===== src/rtl/board_if.sv =====
// board_if: controller-to-board-engine bundle of strobes, load data and status outputs
//   master: controller side (drives inp/count/strobes, observes status and dump)
//   slave : engine side (observes strobes, drives wai/lose_sig/dout/dvalid/gen)
interface board_if #(parameter int GW = 8);
  logic          inp;
  logic [8:0]    count;
  logic          load_data;
  logic          read_data;
  logic          write_data;
  logic          write_out;
  logic          restart;
  logic          wai;
  logic          lose_sig;
  logic          dout;
  logic          dvalid;
  logic [GW-1:0] gen;
  modport master (
    output inp, count, load_data, read_data, write_data, write_out, restart,
    input  wai, lose_sig, dout, dvalid, gen
  );
  modport slave (
    input  inp, count, load_data, read_data, write_data, write_out, restart,
    output wai, lose_sig, dout, dvalid, gen
  );
endinterface


===== src/rtl/board_engine.sv =====
// board_engine: rule-90 1-D board (wrap-around) with shadow sweep, commit and serial dump
//   clka  : system clock, rising edge
//   reset : asynchronous active-high reset
//   bus   : board_if.slave -- strobes/load inputs in; wai, lose_sig, dout, dvalid, gen out
module board_engine #(
  parameter int CELLS = 256,
  parameter int GW    = 8
) (
  input  logic clka,
  input  logic reset,
  board_if.slave bus
);
  localparam int IW = $clog2(CELLS);
  localparam logic [IW-1:0] LAST = IW'(CELLS - 1);
  localparam logic [9:0] NC = 10'(CELLS);
  typedef enum logic [1:0] {IDLE, SWEEP, COMMIT, DUMP} state_t;
  state_t state, state_n;
  logic [CELLS-1:0] board, shadow;
  logic [IW-1:0] idx, idx_n, prv, nxt;
  logic wai, lose_sig, dout, dvalid;
  logic [GW-1:0] gen;
  logic do_load;
  assign prv = (idx == '0) ? LAST : idx - 1'b1;
  assign nxt = (idx == LAST) ? '0 : idx + 1'b1;
  // loadData is the lowest-priority IDLE strobe; out-of-range indices are dropped
  assign do_load = (state == IDLE) && bus.load_data && !bus.write_data && !bus.read_data &&
                   !bus.write_out && ({1'b0, bus.count} < NC);
  always_comb begin
    state_n = state;
    idx_n = '0;
    case (state)
      IDLE: state_n = bus.write_data ? COMMIT : bus.read_data ? SWEEP : bus.write_out ? DUMP : IDLE;
      SWEEP, DUMP: begin
        state_n = (idx == LAST) ? IDLE : state;
        idx_n = nxt;
      end
      default: state_n = IDLE;
    endcase
    if (bus.restart) begin
      state_n = IDLE;
      idx_n = '0;
    end
  end
  always_ff @(posedge clka or posedge reset)
    if (reset) state <= IDLE;
    else state <= state_n;
  // status outputs are registered from the next-state so they line up with the state they describe
  always_ff @(posedge clka or posedge reset)
    if (reset) begin
      board <= '0;
      shadow <= '0;
      idx <= '0;
      wai <= 1'b0;
      lose_sig <= 1'b0;
      dout <= 1'b0;
      dvalid <= 1'b0;
      gen <= '0;
    end else begin
      idx <= idx_n;
      wai <= (state_n != IDLE);
      dvalid <= (state_n == DUMP);
      dout <= (state_n == DUMP) & board[idx_n];
      if (bus.restart) begin
        board <= '0;
        shadow <= '0;
        gen <= '0;
        lose_sig <= 1'b0;
      end else begin
        if (state == SWEEP) shadow[idx] <= board[prv] ^ board[nxt];
        if (state == COMMIT) begin
          board <= shadow;
          gen <= gen + 1'b1;
          lose_sig <= ~|shadow;
        end
        if (do_load) board[bus.count[IW-1:0]] <= bus.inp;
      end
    end
  assign bus.wai = wai;
  assign bus.lose_sig = lose_sig;
  assign bus.dout = dout;
  assign bus.dvalid = dvalid;
  assign bus.gen = gen;
endmodule

===== src/flat_wrapper.sv =====
// flat-port wrapper written by rule: the top's interface ports become plain ports
module board_engine_flat 
#(
  parameter int CELLS = 256,
  parameter int GW    = 8
)
  (clka, reset, bus_inp, bus_count, bus_load_data, bus_read_data, bus_write_data, bus_write_out, bus_restart, bus_wai, bus_lose_sig, bus_dout, bus_dvalid, bus_gen);
  board_if #(.GW(GW)) bus_i ();
  input  logic clka;
  input  logic reset;
  input wire logic [$bits(bus_i.inp)-1:0] bus_inp;
  input wire logic [$bits(bus_i.count)-1:0] bus_count;
  input wire logic [$bits(bus_i.load_data)-1:0] bus_load_data;
  input wire logic [$bits(bus_i.read_data)-1:0] bus_read_data;
  input wire logic [$bits(bus_i.write_data)-1:0] bus_write_data;
  input wire logic [$bits(bus_i.write_out)-1:0] bus_write_out;
  input wire logic [$bits(bus_i.restart)-1:0] bus_restart;
  output wire logic [$bits(bus_i.wai)-1:0] bus_wai;
  output wire logic [$bits(bus_i.lose_sig)-1:0] bus_lose_sig;
  output wire logic [$bits(bus_i.dout)-1:0] bus_dout;
  output wire logic [$bits(bus_i.dvalid)-1:0] bus_dvalid;
  output wire logic [$bits(bus_i.gen)-1:0] bus_gen;
  assign bus_i.inp = bus_inp;
  assign bus_i.count = bus_count;
  assign bus_i.load_data = bus_load_data;
  assign bus_i.read_data = bus_read_data;
  assign bus_i.write_data = bus_write_data;
  assign bus_i.write_out = bus_write_out;
  assign bus_i.restart = bus_restart;
  assign bus_wai = bus_i.wai;
  assign bus_lose_sig = bus_i.lose_sig;
  assign bus_dout = bus_i.dout;
  assign bus_dvalid = bus_i.dvalid;
  assign bus_gen = bus_i.gen;
  board_engine #(.CELLS(CELLS), .GW(GW)) u_core (.clka(clka), .reset(reset), .bus(bus_i));
endmodule

===== config.mk =====
export PLATFORM = sky130hd
export DESIGN_NAME = board_engine_flat
export DESIGN_NICKNAME = d
export VERILOG_FILES = /design/src/rtl/board_if.sv /design/src/rtl/board_engine.sv /design/src/flat_wrapper.sv
export SDC_FILE = /design/constraint.sdc
export NUM_CORES = 2
export LEC_CHECK = 0
export CORE_ASPECT_RATIO = 1.2
export CORE_MARGIN = 5
export CORE_UTILIZATION = 50
export DETAILED_ROUTE_END_ITERATION = 8
export PLACE_DENSITY = 0.73
export SLEW_MARGIN = 0
export SYNTH_ARGS = -nofsm -noshare
export SYNTH_HDL_FRONTEND = slang
export SYNTH_SLANG_ARGS = --single-unit

===== constraint.sdc =====
create_clock -name clka -period 18.3 [get_ports clka]
set_input_delay 1.83 -clock clka [delete_from_list [all_inputs] [get_ports clka]]
set_output_delay 1.83 -clock clka [all_outputs]
set_load 0.01 [all_outputs]

# Word level (Yosys, flattened, before mapping)
# Cells that the tools add are included.
[classes]
n_addsub = 3
mul = 0
n_div = 0
n_lt_le_gt_ge = 8
n_eq_ne = 5
n_shift = 0
n_mux = 32
n_bitwise = 2
reduce_logical = 18
[op_table]
columns = ["operator", "n"]
rows = [
  ["$mux 256", 6],
  ["$bwmux 256", 2],
  ["$reduce_or 256->1", 1],
  ["$mux 8", 6],
  ["$lt 8x9->1 const B", 5],
  ["$bmux 1 s8", 3],
  ["$add 8x1->8 const B", 2],
  ["$demux 1 s8", 2],
  ["$ge 8x1->1 const B", 2],
  ["$mux 2", 5],
  ["$lt 9x9->1 const B", 1],
  ["$eq 8x8->1 const B", 1],
  ["$logic_not 8->1", 1],
  ["$sub 8x1->8 const B", 1],
  ["$logic_and 1x1->1", 7],
  ["$mux 1", 7],
  ["$eq 2x2->1 const B", 3],
  ["$reduce_bool 2->1", 3],
  ["$logic_not 1->1", 4],
  ["$pmux 2 s2", 1],
  ["$eq 2x1->1 const B", 1],
  ["$logic_not 2->1", 1],
  ["$reduce_or 2->1", 1],
  ["$and 1x1->1", 1],
  ["$xor 1x1->1", 1],
]
[totals]
ff_bits = 534
latch_bits = 0
mem_bits_rw = 0
mem_bits_ro = 0
in_bits = 17
out_inout_bits = 12
n_memories = 0

# Depth between registers and ports, before layout
[depth]
depth_word = 8
depth_mapped = 18
mapped_depth_nobuf = 12

# Worst setup path before layout
# No wires, ideal clock.
[synth_timing]
path_kind = "input port to flip-flop"
start = "input port bus_restart"
end = "register u_core.dout (netlist: u_core.bus.dout)"
setup_time_ns = 0.105
arrival_time_ns = 3.895
setup_slack_ns = 14.300
path_stages = 11
path_buffers = 2
cell_sequence = "nor2b_1 clkbuf_1 clkbuf_1 o21ai_0 a31oi_1 o21ai_0 nand3_1 o21ai_0 a2111oi_0 a211oi_1 nor4b_1"
[synth_between]
elab_chain_cells = 4
[synth_lines]
columns = ["element", "line_no", "rtl"]
rows = [
  ["start: declaration", "flat_wrapper.sv:17", "input wire logic [$bits(bus_i.restart)-1:0] bus_restart;"],
  ["$mux 8", "board_engine.sv:39", "if (bus.restart) begin"],
  ["$bmux 1 s8", "board_engine.sv:62", "dout <= (state_n == DUMP) & board[idx_n];"],
  ["$mux 1 (implied by the code)", "board_engine.sv:62", ""],
  ["$and 1x1->1 *", "board_engine.sv:62", ""],
  ["end signal: assignment", "board_engine.sv:62", ""],
  ["end: declaration", "board_engine.sv:20", "logic wai, lose_sig, dout, dvalid;"],
]
# Mark *: on every way between the ends. The rest lies on a longest branch, timed or not. The select of a mux whose other input is x is not followed.
# A chain may end at the register's enable or synchronous reset.

# Final worst setup path
[layout_timing]
start = "register u_core.idx[0]"
end = "register u_core.shadow[64]"
[layout_between]
elab_chain_cells = 8
[layout_lines]
columns = ["element", "line_no", "rtl"]
rows = [
  ["start: declaration", "board_engine.sv:19", "logic [IW-1:0] idx, idx_n, prv, nxt;"],
  ["start signal: assignment", "board_engine.sv:59", "idx <= idx_n;"],
  ["$sub 8x1->8 (tied with other cells)", "board_engine.sv:23", "assign prv = (idx == '0) ? LAST : idx - 1'b1;"],
  ["$mux 8, on equally long branches", "board_engine.sv:23, board_engine.sv:24", ""],
  ["$bmux 1 s8", "board_engine.sv:69", "if (state == SWEEP) shadow[idx] <= board[prv] ^ board[nxt];"],
  ["$mux 1 (implied by the code)", "board_engine.sv:69", ""],
  ["$xor 1x1->1", "board_engine.sv:69", ""],
  ["$bwmux 256 *", "board_engine.sv:69", ""],
  ["$mux 256 *", "board_engine.sv:69", ""],
  ["$mux 256 *", "board_engine.sv:63", "if (bus.restart) begin"],
  ["end signal: indexed assignment", "board_engine.sv:69", ""],
  ["end: declaration", "board_engine.sv:18", "logic [CELLS-1:0] board, shadow;"],
]
# Marked as above.

==> impl_summary.txt <==
----------------------------------------------------
[Synthesis]
  Number of synthesized flops with an enable pin ... 0
  Simple logic cell fraction of the synthesized area ... 11.3%
  Cell types with the largest area share after synthesis ... sky130_fd_sc_hd__dfrtp_1, sky130_fd_sc_hd__mux2i_1, sky130_fd_sc_hd__a21oi_1
  XOR/XNOR Fraction of Synth Area ... 0.522%
  Gate count after technology mapping ... 3622
  Post-synth top flop ... sky130_fd_sc_hd__dfrtp_1
  Cell type contributing the most total cell area after synthesis ... sky130_fd_sc_hd__dfrtp_1
  Multiplexer area fraction after synthesis ... between 10% and 20%
  Synth warn ... 0
  Dominant combinational cell family by area after synthesis ... compound AO/OA/AOI/OAI gates
  Average footprint of a synthesized cell ... ~9 um^2
  Adder-Cell Fraction of Synth Area ... less than 1%
  Proportion of synthesized chip area in sequential cells ... 40.1%
  Proportion of synthesized flip-flops having asynchronous set or reset ... 100%
  Number of flip-flops and latches in the synthesized netlist ... ~530
  Compound-gate portion of the synthesized area ... 26.3%
  Share of Yosys cell area claimed by the top area cell type ... roughly two fifths
  Post-Synthesis Cell Area ... 0.0333 mm^2
  Netlist cell types ... 74
  Post-synthesis net count ... 3645

[CTS]
  CTS tree ... built
  Clock-pin transition on the worst setup and hold timing paths ... 70 ps
  Worst-skew pair later-pin latency ... between 600 and 700 ps
  Maximum clock path buffer count ... 3
  Inserted Clock Buffers ... between 50 and 60
  Number of H-tree levels ... 2
  Hold buffers post-CTS ... 0
  PostCTS Resize Cnt ... 0
  Number of buffers inserted by post-CTS setup repair ... 0
  Root buffer selected by CTS ... sky130_fd_sc_hd__clkbuf_16
  CTS Sinks ... 534

[Floorplan]
  Floorplan die area ... 0.0719 mm^2
  Floorplan Core Area ... 0.0660 mm^2
  Starting utilization of the core area ... between 50% and 60%
  Horizontal extent of the die ... 246 um
  Num rows ... 103
  Die span in y ... 293 um
  Number of ports placed on the die boundary ... 29

[Critical path]
  Kind of cell with the highest combined delay on the critical path ... compound AO/OA/AOI/OAI gates
  Crit. End Element ... flop
  Required time worst endpoint ... 18740 ps
  Critical path peak fanout ... 189
  Delay of the slowest cell on the worst path ... roughly 1200 ps
  Cell type of the slowest stage on the worst timing path ... sky130_fd_sc_hd__nor2_1
  Kind of critical path ... flop to flop
  Critical path buffers and inverters ... 3
  Most numerous cell on the critical path ... sky130_fd_sc_hd__a311oi_1
  Data arrival, critical path ... 7500 ps
  Sequence of cells on the critical path ... buf_4 -> ha_1 -> nand3_1 -> nor2_1 -> nor2_2 -> buf_4 -> mux2i_1 -> a32o_1 -> o31ai_1 -> a311oi_1 -> a311oi_1 -> xor2_4 -> buf_12 -> a311oi_1
  Kind of launch point of the worst setup path ... flop

[Timing]
  Setup repair after global routing missed its margin ... no
  Final setup violation count ... 0
  Hold violation count in the final report ... 0
  Max_slew headroom ... 9.80%
  Time the worst path needs with I/O delays and setup ... ~7100 ps
  FMAX ... 142 MHz
  Final clock skew ... 27.3 ps
  Final max-slew violation count ... 0
  Transition at the pin with the smallest max-transition slack ... approximately 1300 ps
  Post-route clock period utilization ... between 30% and 40%
  Fin Setup TNS ... 0 ps

[Placed design]
  Count of buffers from port buffering ... 28
  HPWL Detailed ... 79100 um
  Placed inst area ... 0.0341 mm^2
  GP Congestion ... 1.07
  Number of placed cells counting well taps ... 4207

[Final layout]
  Final Cell Area ... ~0.036 mm^2
  Layout Area Growth over Synthesis ... 7.91%
  Diodes inserted ... 0
  Final non-filler cell total ... roughly 4.3k
  Number of nets in the final layout ... about 3.4k
  Count of fill cells added during filler insertion ... just under 6k
  Layout cells sized above 1 ... a little under an eighth

[Pwr]
  Leakage component of the power ... roughly 14 nW
  Maximum vdd ir drop ... 0.0711 mV
  Power per standard cell area ... ~73 mW/mm^2
  Overall power of the completed layout ... 0.00261 W

[Global route]
  Wire length of the first global-routing pass ... about 200000 um
  Largest net degree at the start of global routing ... 190
  GR Util All Layers ... 35.1%
  Total global routing overflow ... 0
  Most used routing layer ... met2
  Number of antenna violations at the first check in global routing ... 1
  Global-route met2 utilization ... around half
  Met3 Use GR ... 10.2%
  Number of global-route vias before repair ... 29.4k
  Met1 usage ... between 40 and 50%

[Detailed routing]
  Total wire length after detailed routing ... 132000 um
  Antenna violation net count after detailed routing ... 0
  Total via count after detailed routing ... 32.5k
  Vias/cell ... 7.56
  DRC violation count after routing ... 0
  DRT iter0 DRCs ... ~6.1k
  Average wire per cell in the routed design ... around 31 um
  First-pass iteration count of the detailed router ... 9

[Run]
  Max-capacitance violation count ... 0

[Status]
  Status ... completed

[Hold path]
  Hold Crit Class ... flop to flop

----------------------------------------------------
flip-flops by register name, indices dropped and copies added, names as in the netlist:
signal	cells
u_core.bus.gen	8
u_core.bus.dout	1
u_core.shadow	256
u_core.bus.dvalid	1
u_core.idx	8
u_core.bus.lose_sig	1
u_core.state	2
u_core.board	256
u_core.bus.wai	1
cells by family after synthesis:
| family | after synthesis |
|---|---|
| XOR/XNOR | 19 |
| multiplexers | 404 |
| adder cells (fa/ha/maj) | 6 |
| flip-flops | 534 |
| buffers and inverters | 465 |
| AND/OR/NAND/NOR | 839 |
| AO/OA/AOI/OAI | 1355 |
cells in the final DEF, fill, tap and decap left out, types with 23 or more instances in the layout:
master | Yosys | final
sky130_fd_sc_hd__a31oi_1 | 275 | 275
sky130_fd_sc_hd__clkbuf_16 | 0 | 55
sky130_fd_sc_hd__o22ai_1 | 29 | 29
sky130_fd_sc_hd__a311oi_1 | 240 | 240
sky130_fd_sc_hd__mux2i_1 | 288 | 288
sky130_fd_sc_hd__buf_4 | 16 | 107
sky130_fd_sc_hd__nor4_1 | 76 | 73
sky130_fd_sc_hd__nand2_1 | 167 | 167
sky130_fd_sc_hd__a22oi_1 | 26 | 25
sky130_fd_sc_hd__dfrtp_1 | 534 | 534
sky130_fd_sc_hd__nand2b_1 | 24 | 24
sky130_fd_sc_hd__nor3_1 | 41 | 23
sky130_fd_sc_hd__nor2_1 | 402 | 375
sky130_fd_sc_hd__nand3_1 | 39 | 39
sky130_fd_sc_hd__a211oi_1 | 36 | 36
sky130_fd_sc_hd__o21ai_0 | 45 | 45
sky130_fd_sc_hd__mux4_2 | 96 | 96
sky130_fd_sc_hd__clkdlybuf4s50_1 | 0 | 26
sky130_fd_sc_hd__nand4_1 | 29 | 29
sky130_fd_sc_hd__a21oi_1 | 562 | 562
where the power goes:
part	switching (W)	total, W	internal, W
Sequential	0.00000257	0.00119	0.00118
Combinational	0.000185	0.000257	0.0000724
Clock	0.000506	0.00117	0.000663
Total	0.000693	0.00261	0.00192
synthesized netlist by cell type, drive strengths merged, types with 4 or more instances:
cell	number
a31oi	276
xor2	9
o211ai	12
a2111oi	5
a221oi	17
o41ai	4
or3	4
o211a	8
inv	20
nand2b	24
a21oi	563
o2111ai	5
nor3	41
o31a	4
and2	4
a211oi	36
nor2b	10
xnor2	10
a22oi	26
mux4	96
nor4	76
mux2	20
o311ai	5
clkbuf	341
a22o	4
o21ai	50
nand2	168
nand3	39
ha	6
a31o	4
o22ai	29
o221ai	20
nand4	30
o22a	15
a311oi	244
and3	26
dfrtp	534
mux2i	288
o31ai	5
buf	103
nor2	402
tightest hold or removal path: stages, from the launching register on:
cell	delay (ps)
sky130_fd_sc_hd__dfrtp_1	370
sky130_fd_sc_hd__nand2_1	50
sky130_fd_sc_hd__o21ai_0	70
worst paths after layout:
kind / startpoint / endpoint / slack (ps) / depth (start not counted)
setup / recovery: u_core.idx[0]$_DFF_PP0_ / u_core.shadow[64]$_DFFE_PP0P_ / 11230 / 14
hold / removal: u_core.bus.lose_sig$_DFFE_PP0P_ / u_core.bus.lose_sig$_DFFE_PP0P_ / 530 / 2
setup reg to reg: u_core.idx[0]$_DFF_PP0_ / u_core.shadow[64]$_DFFE_PP0P_ / 11230 / 14
hold reg to reg: u_core.bus.lose_sig$_DFFE_PP0P_ / u_core.bus.lose_sig$_DFFE_PP0P_ / 530 / 2
max in group asynchronous: reset / u_core.state[0]$_DFF_PP0_ / 13550 / 5
min in group asynchronous: reset / u_core.shadow[23]$_DFFE_PP0P_ / 1690 / 2
per-layer routing:
| layer | share of wire (%) | wire length [um] |
|---|---|---|
| met2 | 42 | 55700 |
| met1 | 35 | 46300 |
| met4 | 9.1 | 12000 |
| met5 | 0.013 | 17 |
| met3 | 14 | 17900 |
per-stage QoR:
| step | setup slack [ps] | hold WS [ps] | utilization (%) |
|---|---|---|---|
| 2_1_floorplan | 1550 | 513 | - |
| 3_3_place_gp | 11750 | 507 | 51.7 |
| 3_5_place_dp | 11710 | 502 | 51.7 |
| 4_1_cts | 11670 | 541 | 54.5 |
| 5_1_grt | 11100 | 572 | 54.5 |
| 6_report | 11230 | 529 | 54.5 |
final cells by class:
| class | instances | area, um^2 | share of cell area [%] |
|---|---|---|---|
| inverter | 21 | 88.8 | 0.247 |
| clock buffer | 82 | 1650 | 4.59 |
| multi-input combinational | 2623 | 18400 | 51.2 |
| timing repair buffer | 137 | 1130 | 3.15 |
| tap | 892 | 1120 | 3.11 |
| clock inverter | 18 | 188 | 0.522 |
| sequential | 534 | 13400 | 37.2 |
Note: power is estimated with default switching activity, not from simulation.
